<file path="src/rtl/mulf_seq.sv">
// Sequential IEEE-style floating-point multiplier: one multiplier bit per cycle,
// round-to-nearest-even, flush-to-zero inputs and outputs, ready/valid handshakes.
module mulf_seq #(
  parameter int EXP_W = 8,
  parameter int MAN_W = 23,
  localparam int W = 1 + EXP_W + MAN_W
) (
  input  logic         clk,
  input  logic         rst,
  input  logic         in_valid,
  output logic         in_ready,
  input  logic [W-1:0] a,
  input  logic [W-1:0] b,
  output logic         out_valid,
  input  logic         out_ready,
  output logic [W-1:0] s
);

  localparam int SM    = MAN_W + 1;
  localparam int EW2   = EXP_W + 2;
  localparam int CNT_W = $clog2(SM + 1);
  localparam logic signed [EW2-1:0] BIAS = EW2'((1 << (EXP_W - 1)) - 1);
  localparam logic signed [EW2-1:0] EMAX = EW2'((1 << EXP_W) - 1);

  typedef enum logic [1:0] {IDLE, MUL, RND, DONE} state_t;

  state_t                  state_q, state_d;
  logic [CNT_W-1:0]        cnt_q, cnt_d;
  logic [SM-1:0]           ma_q, ma_d;
  logic [SM-1:0]           hi_q, hi_d;
  logic [SM-1:0]           lo_q, lo_d;
  logic signed [EW2-1:0]   exp_q, exp_d;
  logic                    sign_q, sign_d;
  logic [W-1:0]            s_q, s_d;
  logic                    out_valid_q, out_valid_d;
  logic                    in_ready_q, in_ready_d;

  logic [SM:0]             sum;
  logic signed [EW2-1:0]   ea_s, eb_s;
  logic                    a_ones, b_ones, a_zero, b_zero, a_nan, b_nan, a_inf, b_inf;
  logic                    sgn_in;

  // Normalise the 2*SM-bit significand product, round to nearest even, then
  // saturate to infinity or flush to zero based on the final exponent.
  function automatic logic [W-1:0] round_pack(input logic [2*SM-1:0]     prod,
                                              input logic signed [EW2-1:0] e_in,
                                              input logic                  sgn);
    logic [SM-1:0]         m;
    logic [SM:0]           mr;
    logic                  g, st, rup;
    logic signed [EW2-1:0] ef;
    if (prod[2*SM-1]) begin
      m  = prod[2*SM-1:SM];
      g  = prod[SM-1];
      st = |prod[SM-2:0];
      ef = e_in + EW2'(1);
    end else begin
      m  = prod[2*SM-2:SM-1];
      g  = prod[SM-2];
      st = |prod[SM-3:0];
      ef = e_in;
    end
    rup = g & (st | m[0]);
    mr  = {1'b0, m} + (SM+1)'(rup);
    if (mr[SM]) begin
      m  = mr[SM:1];
      ef = ef + EW2'(1);
    end else begin
      m  = mr[SM-1:0];
    end
    if (ef >= EMAX)
      round_pack = {sgn, {EXP_W{1'b1}}, {MAN_W{1'b0}}};
    else if (ef[EW2-1] || (ef == '0))
      round_pack = {sgn, {(W-1){1'b0}}};
    else
      round_pack = {sgn, ef[EXP_W-1:0], m[MAN_W-1:0]};
  endfunction

  assign a_ones = &a[W-2:MAN_W];
  assign b_ones = &b[W-2:MAN_W];
  assign a_zero = ~|a[W-2:MAN_W];
  assign b_zero = ~|b[W-2:MAN_W];
  assign a_nan  = a_ones & (|a[MAN_W-1:0]);
  assign b_nan  = b_ones & (|b[MAN_W-1:0]);
  assign a_inf  = a_ones & ~(|a[MAN_W-1:0]);
  assign b_inf  = b_ones & ~(|b[MAN_W-1:0]);
  assign sgn_in = a[W-1] ^ b[W-1];
  assign ea_s   = {2'b00, a[W-2:MAN_W]};
  assign eb_s   = {2'b00, b[W-2:MAN_W]};

  // Shift-add step: the low half holds the unconsumed multiplier bits and
  // collects product bits as the partial sum shifts right.
  assign sum = {1'b0, hi_q} + (lo_q[0] ? {1'b0, ma_q} : {(SM+1){1'b0}});

  always_comb begin
    state_d     = state_q;
    cnt_d       = cnt_q;
    ma_d        = ma_q;
    hi_d        = hi_q;
    lo_d        = lo_q;
    exp_d       = exp_q;
    sign_d      = sign_q;
    s_d         = s_q;
    out_valid_d = out_valid_q;
    in_ready_d  = in_ready_q;
    case (state_q)
      IDLE: begin
        if (in_valid) begin
          sign_d     = sgn_in;
          in_ready_d = 1'b0;
          if (a_nan || b_nan || (a_inf && b_zero) || (b_inf && a_zero)) begin
            s_d         = {1'b0, {EXP_W{1'b1}}, 1'b1, {(MAN_W-1){1'b0}}};
            out_valid_d = 1'b1;
            state_d     = DONE;
          end else if (a_inf || b_inf) begin
            s_d         = {sgn_in, {EXP_W{1'b1}}, {MAN_W{1'b0}}};
            out_valid_d = 1'b1;
            state_d     = DONE;
          end else if (a_zero || b_zero) begin
            s_d         = {sgn_in, {(W-1){1'b0}}};
            out_valid_d = 1'b1;
            state_d     = DONE;
          end else begin
            ma_d    = {1'b1, a[MAN_W-1:0]};
            lo_d    = {1'b1, b[MAN_W-1:0]};
            hi_d    = '0;
            cnt_d   = '0;
            exp_d   = ea_s + eb_s - BIAS;
            state_d = MUL;
          end
        end
      end
      MUL: begin
        hi_d  = sum[SM:1];
        lo_d  = {sum[0], lo_q[SM-1:1]};
        cnt_d = cnt_q + CNT_W'(1);
        if (cnt_q == CNT_W'(SM - 1))
          state_d = RND;
      end
      RND: begin
        s_d         = round_pack({hi_q, lo_q}, exp_q, sign_q);
        out_valid_d = 1'b1;
        state_d     = DONE;
      end
      DONE: begin
        if (out_ready) begin
          out_valid_d = 1'b0;
          in_ready_d  = 1'b1;
          state_d     = IDLE;
        end
      end
      default: state_d = IDLE;
    endcase
  end

  always_ff @(posedge clk) begin
    if (rst) begin
      state_q     <= IDLE;
      cnt_q       <= '0;
      ma_q        <= '0;
      hi_q        <= '0;
      lo_q        <= '0;
      exp_q       <= '0;
      sign_q      <= 1'b0;
      s_q         <= '0;
      out_valid_q <= 1'b0;
      in_ready_q  <= 1'b1;
    end else begin
      state_q     <= state_d;
      cnt_q       <= cnt_d;
      ma_q        <= ma_d;
      hi_q        <= hi_d;
      lo_q        <= lo_d;
      exp_q       <= exp_d;
      sign_q      <= sign_d;
      s_q         <= s_d;
      out_valid_q <= out_valid_d;
      in_ready_q  <= in_ready_d;
    end
  end

  assign in_ready  = in_ready_q;
  assign out_valid = out_valid_q;
  assign s         = s_q;

endmodule

</file>
<file path="config.mk">
export PLATFORM = sky130hd
export DESIGN_NAME = mulf_seq
export DESIGN_NICKNAME = d
export VERILOG_FILES = /design/src/rtl/mulf_seq.sv
export SDC_FILE = /design/constraint.sdc
export NUM_CORES = 1
export LEC_CHECK = 0
export ABC_CLOCK_PERIOD_IN_PS = 6500
export CORE_AREA = 2 2 147 149
export DETAILED_ROUTE_END_ITERATION = 8
export DIE_AREA = 0 0 149 151
export SYNTH_ARGS = -nofsm -noshare
export SYNTH_HDL_FRONTEND = slang
export SYNTH_SLANG_ARGS = --single-unit
</file>
<file path="constraint.sdc">
create_clock -name clk -period 6.5 [get_ports clk]
set_input_delay 0.65 -clock clk [delete_from_list [all_inputs] [get_ports clk]]
set_output_delay 0.65 -clock clk [all_outputs]
set_load 0.1 [all_outputs]
</file>
### Word-level counts from Yosys, hierarchy flattened

Index checks and enable logic that the tools add are counted.

| cells by class | value |
|---|---|
| $add $sub $neg | 7 |
| bitwise logic cells | 12 |
| reductions and logical operators | 31 |
| $lt $le $gt $ge | 1 |
| multiplexer cells | 50 |
| eq/ne operators | 11 |

Operators by type and width:

| kind | count |
|---|---|
| two-way mux 24 bit | 11 |
| two-way mux 32 bit | 4 |
| case mux 24 bit (2 select lines) | 2 |
| OR reduction 23 bit | 3 |
| case mux 32 bit (2 select lines) | 1 |
| two-way mux 31 bit | 2 |
| two-way mux 10 bit | 4 |
| adder 24 x 1 -> 25 bit | 1 |
| adder 24 x 24 -> 25 bit | 1 |
| two-way mux 23 bit | 1 |
| OR reduction 22 bit | 1 |
| adder 10 x 2 -> 10 bit (second input constant) | 2 |
| two-way mux 5 bit | 4 |
| AND reduction 8 bit | 2 |
| OR reduction 8 bit | 2 |
| two-way mux 2 bit | 6 |
| != test 2 bit (second input constant) | 6 |
| two-way mux 1 bit | 11 |
| greater-or-equal comparator 10 x 9 -> 1 bit (second input constant) | 1 |
| logical NOT 10 bit | 1 |
| case mux 5 bit (2 select lines) | 1 |
| AND reduction 5 bit | 2 |
| subtractor 9 x 7 -> 10 bit (second input constant) | 1 |
| adder 8 x 8 -> 9 bit | 1 |
| other kinds (21) | 41 |

| word-level totals | value |
|---|---|
| output and inout bits | 34 |
| word-level logic and storage cells | 122 |
| register bits after elaboration | 124 |
| input port bits | 68 |

### Longest topological paths before layout

| logic depth | value |
|---|---|
| depth in word-level cells | 13 |
| depth in mapped cells | 19 |
| gate-level depth less buffers | 13 |

### Worst setup path after synthesis

OpenSTA, ideal clock, no wires.

| timing path | value |
|---|---|
| path type | register -> register |
| start | register hi_q[23] |
| end | register s_q[0] (netlist: s[0]) |
| clock period less this slack | 4.572 ns |
| stages on the path, launching flop included | 20 |
| setup slack | 1.928 ns |
| buffers on the path | 8 |
| library setup time | 0.119 ns |
| data required time | 6.381 ns |
| arrival | 4.453 ns |
| cells stage by stage | dfxtp_1 buf_2 buf_2 buf_1 buf_1 clkbuf_1 clkbuf_1 mux2_2 ha_1 nand2_1 nor2_1 nand3_1 or3_1 buf_6 nor3_4 xnor2_1 o41ai_4 nor4_4 buf_6 a32o_1 |

| between the ends | value |
|---|---|
| longest elaborated chain between the ends | 12 |
| elaborated cells between the ends (all ways) | 21 |
| classes of those cells | 2 x add/sub; 1 x order compare; 14 x mux; 2 x bitwise; 2 x reduce/logical |

RTL lines:

| item | RTL line | source |
|---|---|---|
| start: declaration | 30 | `logic [SM-1:0] hi_q, hi_d;` |
| start signal: assignment | 172 | `hi_q <= hi_d;` |
| branches (longest 10 deep; another with adder 24 x 1 -> 25 bit) | n/a |  |
| two-way mux 31 bit (*) | 71 | `if (ef >= EMAX)` |
| case mux 32 bit (2 select lines) (*) | 106 | `case (state_q)` |
| end signal: assignment | 165 | `s_q <= '0;` |
| end signal: assignment | 176 | `s_q <= s_d;` |
| end: declaration | 34 | `logic [W-1:0] s_q, s_d;` |

Mark *: on every way between the ends. The select of a mux whose other input is x is not followed.
A chain may end at the register's enable or synchronous reset.

### Final worst setup path

| timing path | value |
|---|---|
| start | register hi_q[23] |
| end | register s_q[15] (netlist: s[15]) |

Same word-level chain as after synthesis.

==> key figures <==
Cells and area
  – Core Util, Final: 47.9%
  – Layout cell share with drive strength beyond 1: 5.02%
  – Fin nets: 1260
  – Area Growth Syn to Fin: 21.8%
  – Design Area, Final: 9980 µm²
  – # diodes: 0

Setup path
  – Crit start category: register
  – CP Max Fanout: 46
  – Worst Path Arrival: 4.86 ns
  – Setup crit end kind: register
  – CP Class: register to register
  – Required time of the critical path: 6.86 ns

Power
  – Combinational power share: 33.6%
  – PD cells: 308 nW/µm²
  – Worst IR drop on VDD: 0.000199 V
  – Psw: 1.18 mW
  – Internal power: 1.89 mW
  – Seq pwr share: 33.6%
  – Clock power share: 32.8%
  – Leak pwr: 3.79 nW
  – Sw frac: 38.4%

Floorplan
  – Chip Height: 151 µm
  – Die Width: 149 µm
  – I/O pin total: 102
  – Initial Util: 39.4%
  – Core Footprint: 20800 µm²
  – Die area: 22500 µm²
  – Num rows: 53

STA
  – Slew Limit Fails: 0
  – Hold Fails Final Rpt: 0
  – Layout Skew: 0.0111 ns
  – Worst-Margin Slew: 1.06 ns
  – Fin crit period: 4.51 ns
  – Max Clock Freq: 0.222 GHz
  – TNS Setup: 0 ns
  – Final setup vio count: 0
  – Tcrit/Tclk final: 69.3%
  – Slew headroom: 29.1%
  – RSZ-0062 raised after global routing: false

Yosys
  – Synth Instances: 1075
  – Post-synth EDFFs: 0
  – Synth Register Bits: 124
  – Top-area cell type share of the netlist area: 30.3%
  – Async SR Flop Fraction: 0%
  – Synth warnings: 0
  – Syn nets: 1193
  – Synth Area per Inst: 7.62 µm²
  – Synth area leader: dfxtp_1
  – Count leader, synth: nand2_1
  – Yosys cell types: 69
  – Commonest cells in the netlist: nand2_1 (140), dfxtp_1 (124), nor2_1 (111)
  – Synth Flop Type: dfxtp_1
  – Synth area leaders: dfxtp_1 (30%), ha_1 (7.3%), nand2_1 (6.4%)
  – Cell area after synthesis: 8190 µm²
  – Post-synthesis sequential area ratio: 30.3%

Placed design
  – IO Port Bufs: 101
  – RD Place Congestion: 0.849
  – Placed inst area: 9360 µm²
  – Dpl hpwl: 16.7 mm

Clocking
  – Worst-skew pair later-pin latency: 0.43 ns
  – CTS root buffer: clkbuf_16
  – Gates resized, CTS repair: 0
  – Clk slew on worst S/H paths: 0.06 ns
  – CTS Sinks: 124
  – Inserted Clock Buffers: 17
  – Htree depth: 4
  – Setup Buffers After CTS: 0
  – CTS max path bufs: 2
  – CTS Hold Buffers Added: 0
  – TritonCTS clock tree: built

Global routing
  – Vias in the first global route: 7270
  – Gr ovfl total: 0
  – Total track usage: 20.6%
  – Largest net degree at the start of global routing: 92
  – Initial antenna violation count: 0
  – First-pass GRT wire length: 37.1 mm

Detailed routing
  – Final wirelength: 22.6 mm
  – Pre-antenna DRT Iters: 5
  – WL/cell: 15.8 µm
  – Vias: 7860
  – Vias per Instance: 5.50
  – Antenna-violating nets left: 0
  – DRC violations left: 0
  – Initial drt markers: 543

Min path
  – Hold Crit Class: register to register

Job
  – Max_cap viols: 0

Outcome
  – Status: completed
## registers in the layout, summed over array words and instances, names as in the netlist
| signal | flops |
|---|---|
| cnt_q | 5 |
| exp_q | 10 |
| hi_q | 24 |
| in_ready | 1 |
| lo_q | 24 |
| ma_q | 24 |
| out_valid | 1 |
| s | 32 |
| sign_q | 1 |
| state_q | 2 |
## per-stage QoR
step	setup slack, ns	instances	hold WS [ns]	power (mW)
2_1_floorplan	1.93	1075	0.432	1.78
6_report	1.99	1430	0.449	3.08
4_1_cts	2.02	1430	0.451	3.10
3_3_place_gp	2.18	1398	0.438	2.08
5_1_grt	1.58	1430	0.470	3.27
3_5_place_dp	2.04	1398	0.443	2.08
## routing by layer
layer / track usage [%] / wire (µm)
met5: 0 / 0
met4: 6.57 / 317
met3: 3.07 / 908
met2: 31.5 / 9900
met1: 29.9 / 11500
## cells in the final DEF (no fill, tap or decap), drive strengths merged, types with 24 or more instances in the layout
cell,instances
a21oi,92
and2,31
clkdlybuf4s50,100
dfxtp,124
ha,48
inv,26
nand2,140
nand3,27
nor2,111
nor3,43
nor4,24
o21ai,70
or3,30
xnor2,34
xor2,26
## power groups by stage
stage	logic (mW)	registers [mW]	clock network, mW
floorplan	0.666	1.11	0
global placement	1.03	1.05	0
detailed placement	1.03	1.05	0
CTS	1.04	1.03	1.03
global route	1.15	1.06	1.06
finish	1.03	1.03	1.01
## area by class of cell
type,instances,area [µm²]
Fill cell,2152,10800
Multi-Input combinational cell,865,5380
Tap cell,275,344
Timing Repair Buffer,107,1050
Inverter,27,101
Clock buffer,20,447
Sequential cell,124,2480
Clock inverter,12,170
## worst max-delay path, cell delays in order, from the launching register on
cell	delay (ns)
dfxtp_2	0.45
buf_4	0.33
nand2b_1	0.28
a21boi_0	0.20
ha_1	0.21
nand2_1	0.08
nor2_1	0.33
nand3_1	0.24
or3_1	0.52
nor3_4	0.17
xnor2_1	0.22
o41ai_4	0.17
nor4_4	0.90
a32o_1	0.29
## final timing paths
path | slack, ns | end | from | cells past startpoint
max reg2reg | 1.99 | s[15] | hi_q[23] | 13
min reg2reg | 0.45 | ma_q[4] | ma_q[4] | 2
min | 0.45 | ma_q[4] | ma_q[4] | 2
max | 1.99 | s[15] | hi_q[23] | 13
## cells by family after synthesis
kind of cell	count (synthesis)	share of synthesized area (%)
xor gates and xnor gates	60	6.41
adders and majority gates	50	7.82
and+or+nand+nor	458	27.0
DFF	124	30.3
AOI/OAI and AO/OA	287	23.0
muxes	10	1.27
buffers and inverters	86	4.26
(Power assumes the default switching activity.)
